File: src/rtl/ppu_cfg_loader_pkg.sv
// ppu_cfg_pkg: shared types and constants for the PPU configuration loader.
// Optional build macro used by the loader: PPU_CFG_CHECKSUM_EN.
package ppu_cfg_pkg;

  // Loader state machine, 2-bit encoding.
  typedef enum logic [1:0] {
    IDLE = 2'd0,
    LOAD = 2'd1,
    GAP  = 2'd2,
    DONE = 2'd3
  } cfg_state_e;

  localparam int NWORDS_DEFAULT = 10;
  localparam int CFG_CKSUM_W    = 8;
  localparam int CFG_WORD_W     = 8;

  // Running frame checksum: plain sum modulo 2**CFG_CKSUM_W.
  function automatic logic [CFG_CKSUM_W-1:0] cksum_add(
    input logic [CFG_CKSUM_W-1:0] acc,
    input logic [CFG_WORD_W-1:0]  word
  );
    return acc + word;
  endfunction

endpackage

File: src/rtl/ppu_cfg_loader_if.sv
// ppu_cfg_loader_if: configuration byte-stream handshake between the
// host/test sequencer (master) and the PPU config loader (slave).
interface ppu_cfg_loader_if;
  import ppu_cfg_pkg::*;

  logic                  sync;
  logic [2:0]            mode_i;
  logic [CFG_WORD_W-1:0] data_i;
  logic                  stb_i;
  logic                  ack_o;

  modport master (output sync, output mode_i, output data_i, output stb_i, input ack_o);
  modport slave  (input sync, input mode_i, input data_i, input stb_i, output ack_o);

endinterface

File: src/rtl/ppu_cfg_loader.sv
// ppu_cfg_loader: responder end of the PPU configuration handshake.
// Loads a sync-framed burst of bytes into an indexed register bank, acks
// each accepted word with a one-cycle pulse and flags complete, aborted or
// overrun frames. Build macro PPU_CFG_CHECKSUM_EN appends a checksum word
// (sum mod 256 of the data words) that is acked, checked and not stored.
module ppu_cfg_loader
  import ppu_cfg_pkg::*;
#(
  parameter int NWORDS = NWORDS_DEFAULT,
  parameter int AW     = 4
) (
  input  logic                  clk,
  input  logic                  rst,
  ppu_cfg_loader_if.slave       bus,
  input  logic [AW-1:0]         rd_addr,
  output logic [CFG_WORD_W-1:0] rd_data,
  output logic [2:0]            cfg_mode,
  output logic                  cfg_valid,
  output logic                  cfg_err,
  output logic [AW-1:0]         word_cnt
);

`ifdef PPU_CFG_CHECKSUM_EN
  localparam int FRAME_LEN_I = NWORDS + 1;
`else
  localparam int FRAME_LEN_I = NWORDS;
`endif
  localparam logic [AW-1:0] FRAME_LEN = AW'(FRAME_LEN_I);
  localparam logic [AW-1:0] NWORDS_A  = AW'(NWORDS);

  cfg_state_e            state_r;
  logic [AW-1:0]         cnt_r;
  logic                  ack_r;
  logic                  valid_r;
  logic                  err_r;
  logic [2:0]            mode_r;
  logic [CFG_WORD_W-1:0] regs_r [NWORDS];
  logic                  wr_en_s;
`ifdef PPU_CFG_CHECKSUM_EN
  logic [CFG_CKSUM_W-1:0] sum_r;
  logic                   cksum_ok_r;
`endif

  // Store strobe: accepted data words only (a trailing checksum word is not stored).
  always_comb begin
    wr_en_s = 1'b0;
    if ((state_r == LOAD) && bus.sync && bus.stb_i && (cnt_r < NWORDS_A)) begin
      wr_en_s = 1'b1;
    end else begin
      wr_en_s = 1'b0;
    end
  end

  // Frame sequencing: start, accept/ack, gap, done, abort and overrun handling.
  always_ff @(posedge clk or posedge rst) begin
    if (rst) begin
      state_r    <= IDLE;
      cnt_r      <= '0;
      ack_r      <= 1'b0;
      valid_r    <= 1'b0;
      err_r      <= 1'b0;
      mode_r     <= 3'd0;
`ifdef PPU_CFG_CHECKSUM_EN
      sum_r      <= '0;
      cksum_ok_r <= 1'b0;
`endif
    end else begin
      ack_r <= 1'b0;
      case (state_r)
        // Sync is always low on the way back to IDLE (abort or end of frame),
        // so a high sync here is a genuinely new frame.
        IDLE: begin
          if (bus.sync) begin
            mode_r     <= bus.mode_i;
            valid_r    <= 1'b0;
            err_r      <= 1'b0;
            cnt_r      <= '0;
`ifdef PPU_CFG_CHECKSUM_EN
            sum_r      <= '0;
            cksum_ok_r <= 1'b0;
`endif
            state_r    <= LOAD;
          end
        end
        LOAD: begin
          if (!bus.sync) begin
            err_r   <= 1'b1;
            state_r <= IDLE;
          end else if (bus.stb_i) begin
            ack_r <= 1'b1;
            if (cnt_r < FRAME_LEN) begin
              cnt_r <= cnt_r + AW'(1);
            end
`ifdef PPU_CFG_CHECKSUM_EN
            if (cnt_r < NWORDS_A) begin
              sum_r <= cksum_add(sum_r, bus.data_i);
            end else begin
              cksum_ok_r <= (sum_r == bus.data_i);
            end
`endif
            state_r <= GAP;
          end
        end
        // One dead cycle after every accept so a held strobe is not re-taken.
        GAP: begin
          if (cnt_r == FRAME_LEN) begin
`ifdef PPU_CFG_CHECKSUM_EN
            valid_r <= cksum_ok_r;
            err_r   <= ~cksum_ok_r;
`else
            valid_r <= 1'b1;
`endif
            state_r <= DONE;
          end else if (!bus.sync) begin
            err_r   <= 1'b1;
            state_r <= IDLE;
          end else begin
            state_r <= LOAD;
          end
        end
        DONE: begin
          if (!bus.sync) begin
            state_r <= IDLE;
          end else if (bus.stb_i) begin
            err_r <= 1'b1;
          end
        end
        default: begin
          state_r <= IDLE;
        end
      endcase
    end
  end

  // Register bank: cleared by reset, written at the current word index.
  always_ff @(posedge clk or posedge rst) begin
    if (rst) begin
      for (int i = 0; i < NWORDS; i++) begin
        regs_r[i] <= '0;
      end
    end else if (wr_en_s) begin
      regs_r[cnt_r] <= bus.data_i;
    end
  end

  // Consumer read port; indices past the bank read as zero.
  always_comb begin
    rd_data = '0;
    if (rd_addr < NWORDS_A) begin
      rd_data = regs_r[rd_addr];
    end else begin
      rd_data = '0;
    end
  end

  assign bus.ack_o = ack_r;
  assign cfg_mode  = mode_r;
  assign cfg_valid = valid_r;
  assign cfg_err   = err_r;
  assign word_cnt  = cnt_r;

endmodule

File: src/flat_wrapper.sv
// flat-port wrapper written by rule: the top's interface ports become plain ports
module ppu_cfg_loader_flat import ppu_cfg_pkg::*;
#(
  parameter int NWORDS = NWORDS_DEFAULT,
  parameter int AW     = 4
)
  (clk, rst, rd_addr, rd_data, cfg_mode, cfg_valid, cfg_err, word_cnt, bus_sync, bus_mode_i, bus_data_i, bus_stb_i, bus_ack_o);
  ppu_cfg_loader_if bus_i ();
  input  logic clk;
  input  logic rst;
  input  logic [AW-1:0] rd_addr;
  output logic [CFG_WORD_W-1:0] rd_data;
  output logic [2:0] cfg_mode;
  output logic cfg_valid;
  output logic cfg_err;
  output logic [AW-1:0] word_cnt;
  input wire logic [$bits(bus_i.sync)-1:0] bus_sync;
  input wire logic [$bits(bus_i.mode_i)-1:0] bus_mode_i;
  input wire logic [$bits(bus_i.data_i)-1:0] bus_data_i;
  input wire logic [$bits(bus_i.stb_i)-1:0] bus_stb_i;
  output wire logic [$bits(bus_i.ack_o)-1:0] bus_ack_o;
  assign bus_i.sync = bus_sync;
  assign bus_i.mode_i = bus_mode_i;
  assign bus_i.data_i = bus_data_i;
  assign bus_i.stb_i = bus_stb_i;
  assign bus_ack_o = bus_i.ack_o;
  ppu_cfg_loader #(.NWORDS(NWORDS), .AW(AW)) u_core (.clk(clk), .rst(rst), .bus(bus_i), .rd_addr(rd_addr), .rd_data(rd_data), .cfg_mode(cfg_mode), .cfg_valid(cfg_valid), .cfg_err(cfg_err), .word_cnt(word_cnt));
endmodule
File: config.mk
export PLATFORM = sky130hd
export DESIGN_NAME = ppu_cfg_loader_flat
export DESIGN_NICKNAME = d
export VERILOG_FILES = /design/src/rtl/ppu_cfg_loader_pkg.sv /design/src/rtl/ppu_cfg_loader_if.sv /design/src/rtl/ppu_cfg_loader.sv /design/src/flat_wrapper.sv
export SDC_FILE = /design/constraint.sdc
export NUM_CORES = 1
export LEC_CHECK = 0
export CORE_UTILIZATION = 60
export CTS_CLUSTER_SIZE = 20
export DETAILED_ROUTE_END_ITERATION = 8
export PLACE_DENSITY = 0.92
export SLEW_MARGIN = 20
export SYNTH_ARGS = -nofsm -noshare
export SYNTH_HDL_FRONTEND = slang
export SYNTH_SLANG_ARGS = --single-unit
File: constraint.sdc
create_clock -name clk -period 6.6 [get_ports clk]
set_clock_uncertainty 0.15 [all_clocks]
set_input_delay 0.99 -clock clk [delete_from_list [all_inputs] [get_ports clk]]
set_output_delay 0.99 -clock clk [all_outputs]
set_load 0.01 [all_outputs]
Word level (Yosys, flattened, before mapping)
Cells that the tools add are included.
Cells by class
  add/sub/neg operators: 1
  magnitude comparators: 5
  equality and inequality tests: 14
  mux-type cells: 31
  bitwise logic cells: 2
  reductions and logical operators: 12
Operators with widths (count)
  $bwmux 80: 1
  $bmux 8 s4: 1
  $demux 8 s4: 1
  $mux 8: 4
  $mux 4: 4
  $ne 2x2->1 const B: 8
  $mux 1: 11
  $ge 5x5->1 const B: 2
  $mux 2: 5
  $not 4->5: 2
  $lt 4x4->1 const B: 2
  $pmux 2 s4: 1
  $pmux 4 s2: 1
  $reduce_and 3->1: 2
  $lt 5x1->1 const B: 1
  $reduce_and 5->1: 1
  $add 4x1->4 const B: 1
  $eq 2x2->1 const B: 2
  $eq 4x4->1 const B: 1
  $logic_and 1x1->1: 4
  $pmux 1 s4: 1
  $reduce_and 4->1: 1
  $reduce_bool 2->1: 2
  $ne 3x3->1 const B: 1
  5 further kinds: 5
Storage, ports and cells
  register bits after elaboration: 92
  input port bits: 19
  output and inout bits: 18
  word-level logic and storage cells: 81

Depth between registers and ports, before layout
  depth after elaboration: 6
  gate-level depth with buffers: 7

Least setup slack after synthesis
OpenSTA, ideal clock, no wires.
  path kind: input -> output
  from: input rd_addr[0]
  to: output rd_data[6]
  arrival time: 2100 ps
  data required time: 5460 ps
  setup slack: 3360 ps
  stages on the path: 5
  buffers on the path: 2
  cells stage by stage: buf_4 -> buf_6 -> mux2i_1 -> mux4_2 -> o22ai_1
On the way
  word-level cells in the longest chain between the ends: 5
RTL lines
  start, declared: RTL line flat_wrapper.sv:11  | input logic [AW-1:0] rd_addr;
  $not 4->5 (not written as such): RTL line ppu_cfg_loader.sv:150  | rd_data = regs_r[rd_addr];
  $bmux 8 s4: RTL line ppu_cfg_loader.sv:150
  $mux 8 (not written as such) (2 in series): RTL line ppu_cfg_loader.sv:150
  $mux 8 *: RTL line ppu_cfg_loader.sv:149  | if (rd_addr < NWORDS_A) begin
  end, declared: RTL line flat_wrapper.sv:12  | output logic [CFG_WORD_W-1:0] rd_data;
Every way passes the cells marked *; elsewhere a longest branch is shown, timed or not. The select of a mux whose other input is x is not followed.

Worst setup path in the final report
  from: input rd_addr[1]
  to: output rd_data[2]
The elaborated chain is that of the path after synthesis.

==> results.txt <==
Final Max Slew Viols -> 0
Synth Instances -> 343
Wirelength per Cell -> 19.2 um
Post-Syn Area per Cell -> 13.1 um2
Hold-fix buffer count after cts -> 0
Num rows -> 31
Most frequent cell after synthesis -> dfrtp_1
HPWL Detailed -> 5920 um
Reg2reg start -> u_core.state_r[1]
Io pins -> 37
Layout area overhead -> 12.8%
Worst-case hold path end point -> u_core.regs_r[37]
Max clock buf depth -> 2
First-iteration detailed-routing DRC count -> 129
Final setup viols -> 0
Leading area contributor after synthesis -> dfrtp_1
First-pass GRT wire length -> 14,600 um
Core ar. -> 7250 um2
Pleak -> 2.38 nW
Critical path fanouts, max -> 14
Antenna violations before repair -> 0
Slowest CP cell -> clkdlybuf4s50_1
Worst r2r dst -> u_core.regs_r[54]
CP required -> 5460 ps
Vias in the first global route -> 2,918
Max stage delay on crit path -> 740 ps
Clk_lat worst skew -> 360 ps
CTS resizes -> 0
FF-to-FF setup slack -> 4140 ps
Final min period -> 4550 ps
Root buffer cell -> clkbuf_8
Synth top area cells -> dfrtp_1, mux2_2, mux2i_1
Share of post-route cells with drive strength above 1 -> 0.316
Pwr/cell area -> 344 nW/um2
Synth unique cells -> 39
CP Cell Sequence -> clkdlybuf4s50_1 -> nor2_1 -> nand2_1 -> o21ai_0 -> clkdlybuf4s50_1
CP Launch Type -> input pin
Synth Cell Area -> 4510 um2
Yosys top cell area share -> 0.511
Synth warnings -> 0
Post-route ant nets -> 0
Post-layout util -> 0.701
Post-CTS Setup Inserts -> 0
Number of port buffers -> 36
Routed WL -> 9140 um
Vias -> 2,884
Max_cap viols -> 0
TritonCTS Buffers -> 9
Inserted Diodes -> 0
Grt ovf -> 0
Clock sink count -> 92
Nets -> 398
Initial Util -> 0.622
Post-synth EDFFs -> 0
Hold path start -> u_core.regs_r[37]
CP endpoint kind -> output pin
Yosys reg bits -> 92
Synth top cells by count -> dfrtp_1, mux2_2, mux2i_1
Worst-case vdd ir drop -> 0.223 mV
Sequential share of the synthesized area -> 0.511
CP most frequent cell -> clkdlybuf4s50_1
Die X -> 88.7 um
CP arrival -> 3410 ps
Drt pass-1 iters -> 4
Worst Path Buf+Inv -> 2
Least-Margin Pin Slew -> 1100 ps
GR Util All Layers -> 0.255
CTS tree -> built
CP Class -> in -> out
Final hold violations -> 0
Via density -> 6.07
Ys async rst share -> 1.00
Die area -> 7870 um2
Die Ht -> 88.7 um
Prevailing post-synth register cell -> dfrtp_1
Final TNS setup -> 0 ps
H-tree Lvls -> 3
Synth Net Count -> 370
WHS Path Cells -> 1
Pin count of the biggest net entering global routing -> 93
Fmax -> 220 MHz
RePlAce Congestion -> 0.815
Final Cycle Share -> 0.690
RSZ-0062 raised after global routing -> no
Status -> finished, final reports clean
Max_slew headroom -> 0.268
Min-delay worst type -> reg -> reg
Register-to-Register Path Depth -> 6
DR DRC count -> 0
Delay-heaviest family, CP -> buffers and inverters
Worst-path clk slew -> 80 ps
cells by family (layout without fill, tap and decap cells):
logic type               after synthesis  after routing  synth area share
AO/OA/AOI/OAI                         37             37            0.0536
adder cells (fa/ha/maj)                8              8            0.0222
buffers and inverters                 29             62            0.0291
flip-flops                            92             92             0.511
multiplexers                         122            122             0.311
AND/OR/NAND/NOR                       55             55            0.0738
per-stage QoR:
step / hold WS, ps / cell area, um2 / cells / setup slack, ps / power [mW]
finish: 361 / 5080 / 475 / 2050 / 1.75
floorplan: 314 / 4510 / 343 / 3070 / 1.23
global route: 376 / 5080 / 475 / 1870 / 1.85
detailed placement: 334 / 4900 / 459 / 2140 / 1.41
global placement: 323 / 4900 / 459 / 2130 / 1.37
CTS: 363 / 5080 / 475 / 2080 / 1.76
metal layers:
| layer | track usage | share of wire | wire length (um) | vias up |
|---|---|---|---|---|
| li1 | - | - | - | 1299 |
| met1 | 0.328 | 0.43 | 3940 | 1503 |
| met2 | 0.436 | 0.51 | 4650 | 70 |
| met3 | 0.0392 | 0.047 | 425 | 12 |
| met4 | 0.0997 | 0.013 | 119 | 0 |
| met5 | 0 | 0 | 0 | - |
layout make-up:
cell class	instances	area, um2
clock buffer	9	124
inverter	9	35.0
tap	99	124
fill	473	2170
clock inverter	7	57.6
multi-input combinational	222	2080
timing repair buffer	37	367
sequential	92	2300
report_power, final:
group          total, mW  switching (mW)  internal, mW
clock network      0.351           0.209         0.142
registers          0.858           0.120         0.738
logic              0.543           0.236         0.307
total               1.75           0.564          1.19
cell usage in the layout (no fill, tap or decap), types with 2 or more instances in the layout:
master	n
nor2_1	8
clkinvlp_4	2
and3b_1	3
a21oi_1	6
nand2_2	2
nand3_1	11
mux2i_1	32
a22oi_1	5
dfrtp_1	92
ha_1	8
nand2_1	15
clkdlybuf4s50_1	35
mux2_2	83
clkinv_2	2
o21ai_0	8
o211ai_1	2
o311ai_0	2
inv_6	2
mux4_2	6
nor2b_1	2
o22ai_1	6
nor2_2	6
inv_1	8
nor4b_4	2
a21o_1	2
clkbuf_8	9
how the worst max path moves through the flow:
| stage | start | end | slack (ps) | cells past startpoint |
|---|---|---|---|---|
| floorplan | rst | u_core.bus.ack_o | 3070 | 1 |
| global route | rd_addr[1] | rd_data[2] | 1870 | 5 |
| global placement | rd_addr[1] | rd_data[2] | 2130 | 5 |
| finish | rd_addr[1] | rd_data[2] | 2050 | 5 |
| detailed placement | rd_addr[1] | rd_data[2] | 2140 | 5 |
| CTS | rd_addr[1] | rd_data[2] | 2080 | 5 |
sequential cells by signal (all words and copies together), names as in the netlist:
signal	count
u_core.cfg_valid	1
u_core.cfg_mode	3
u_core.regs_r	80
u_core.cfg_err	1
u_core.bus.ack_o	1
u_core.state_r	2
u_core.word_cnt	4
Power figures use the tool's default switching activity.
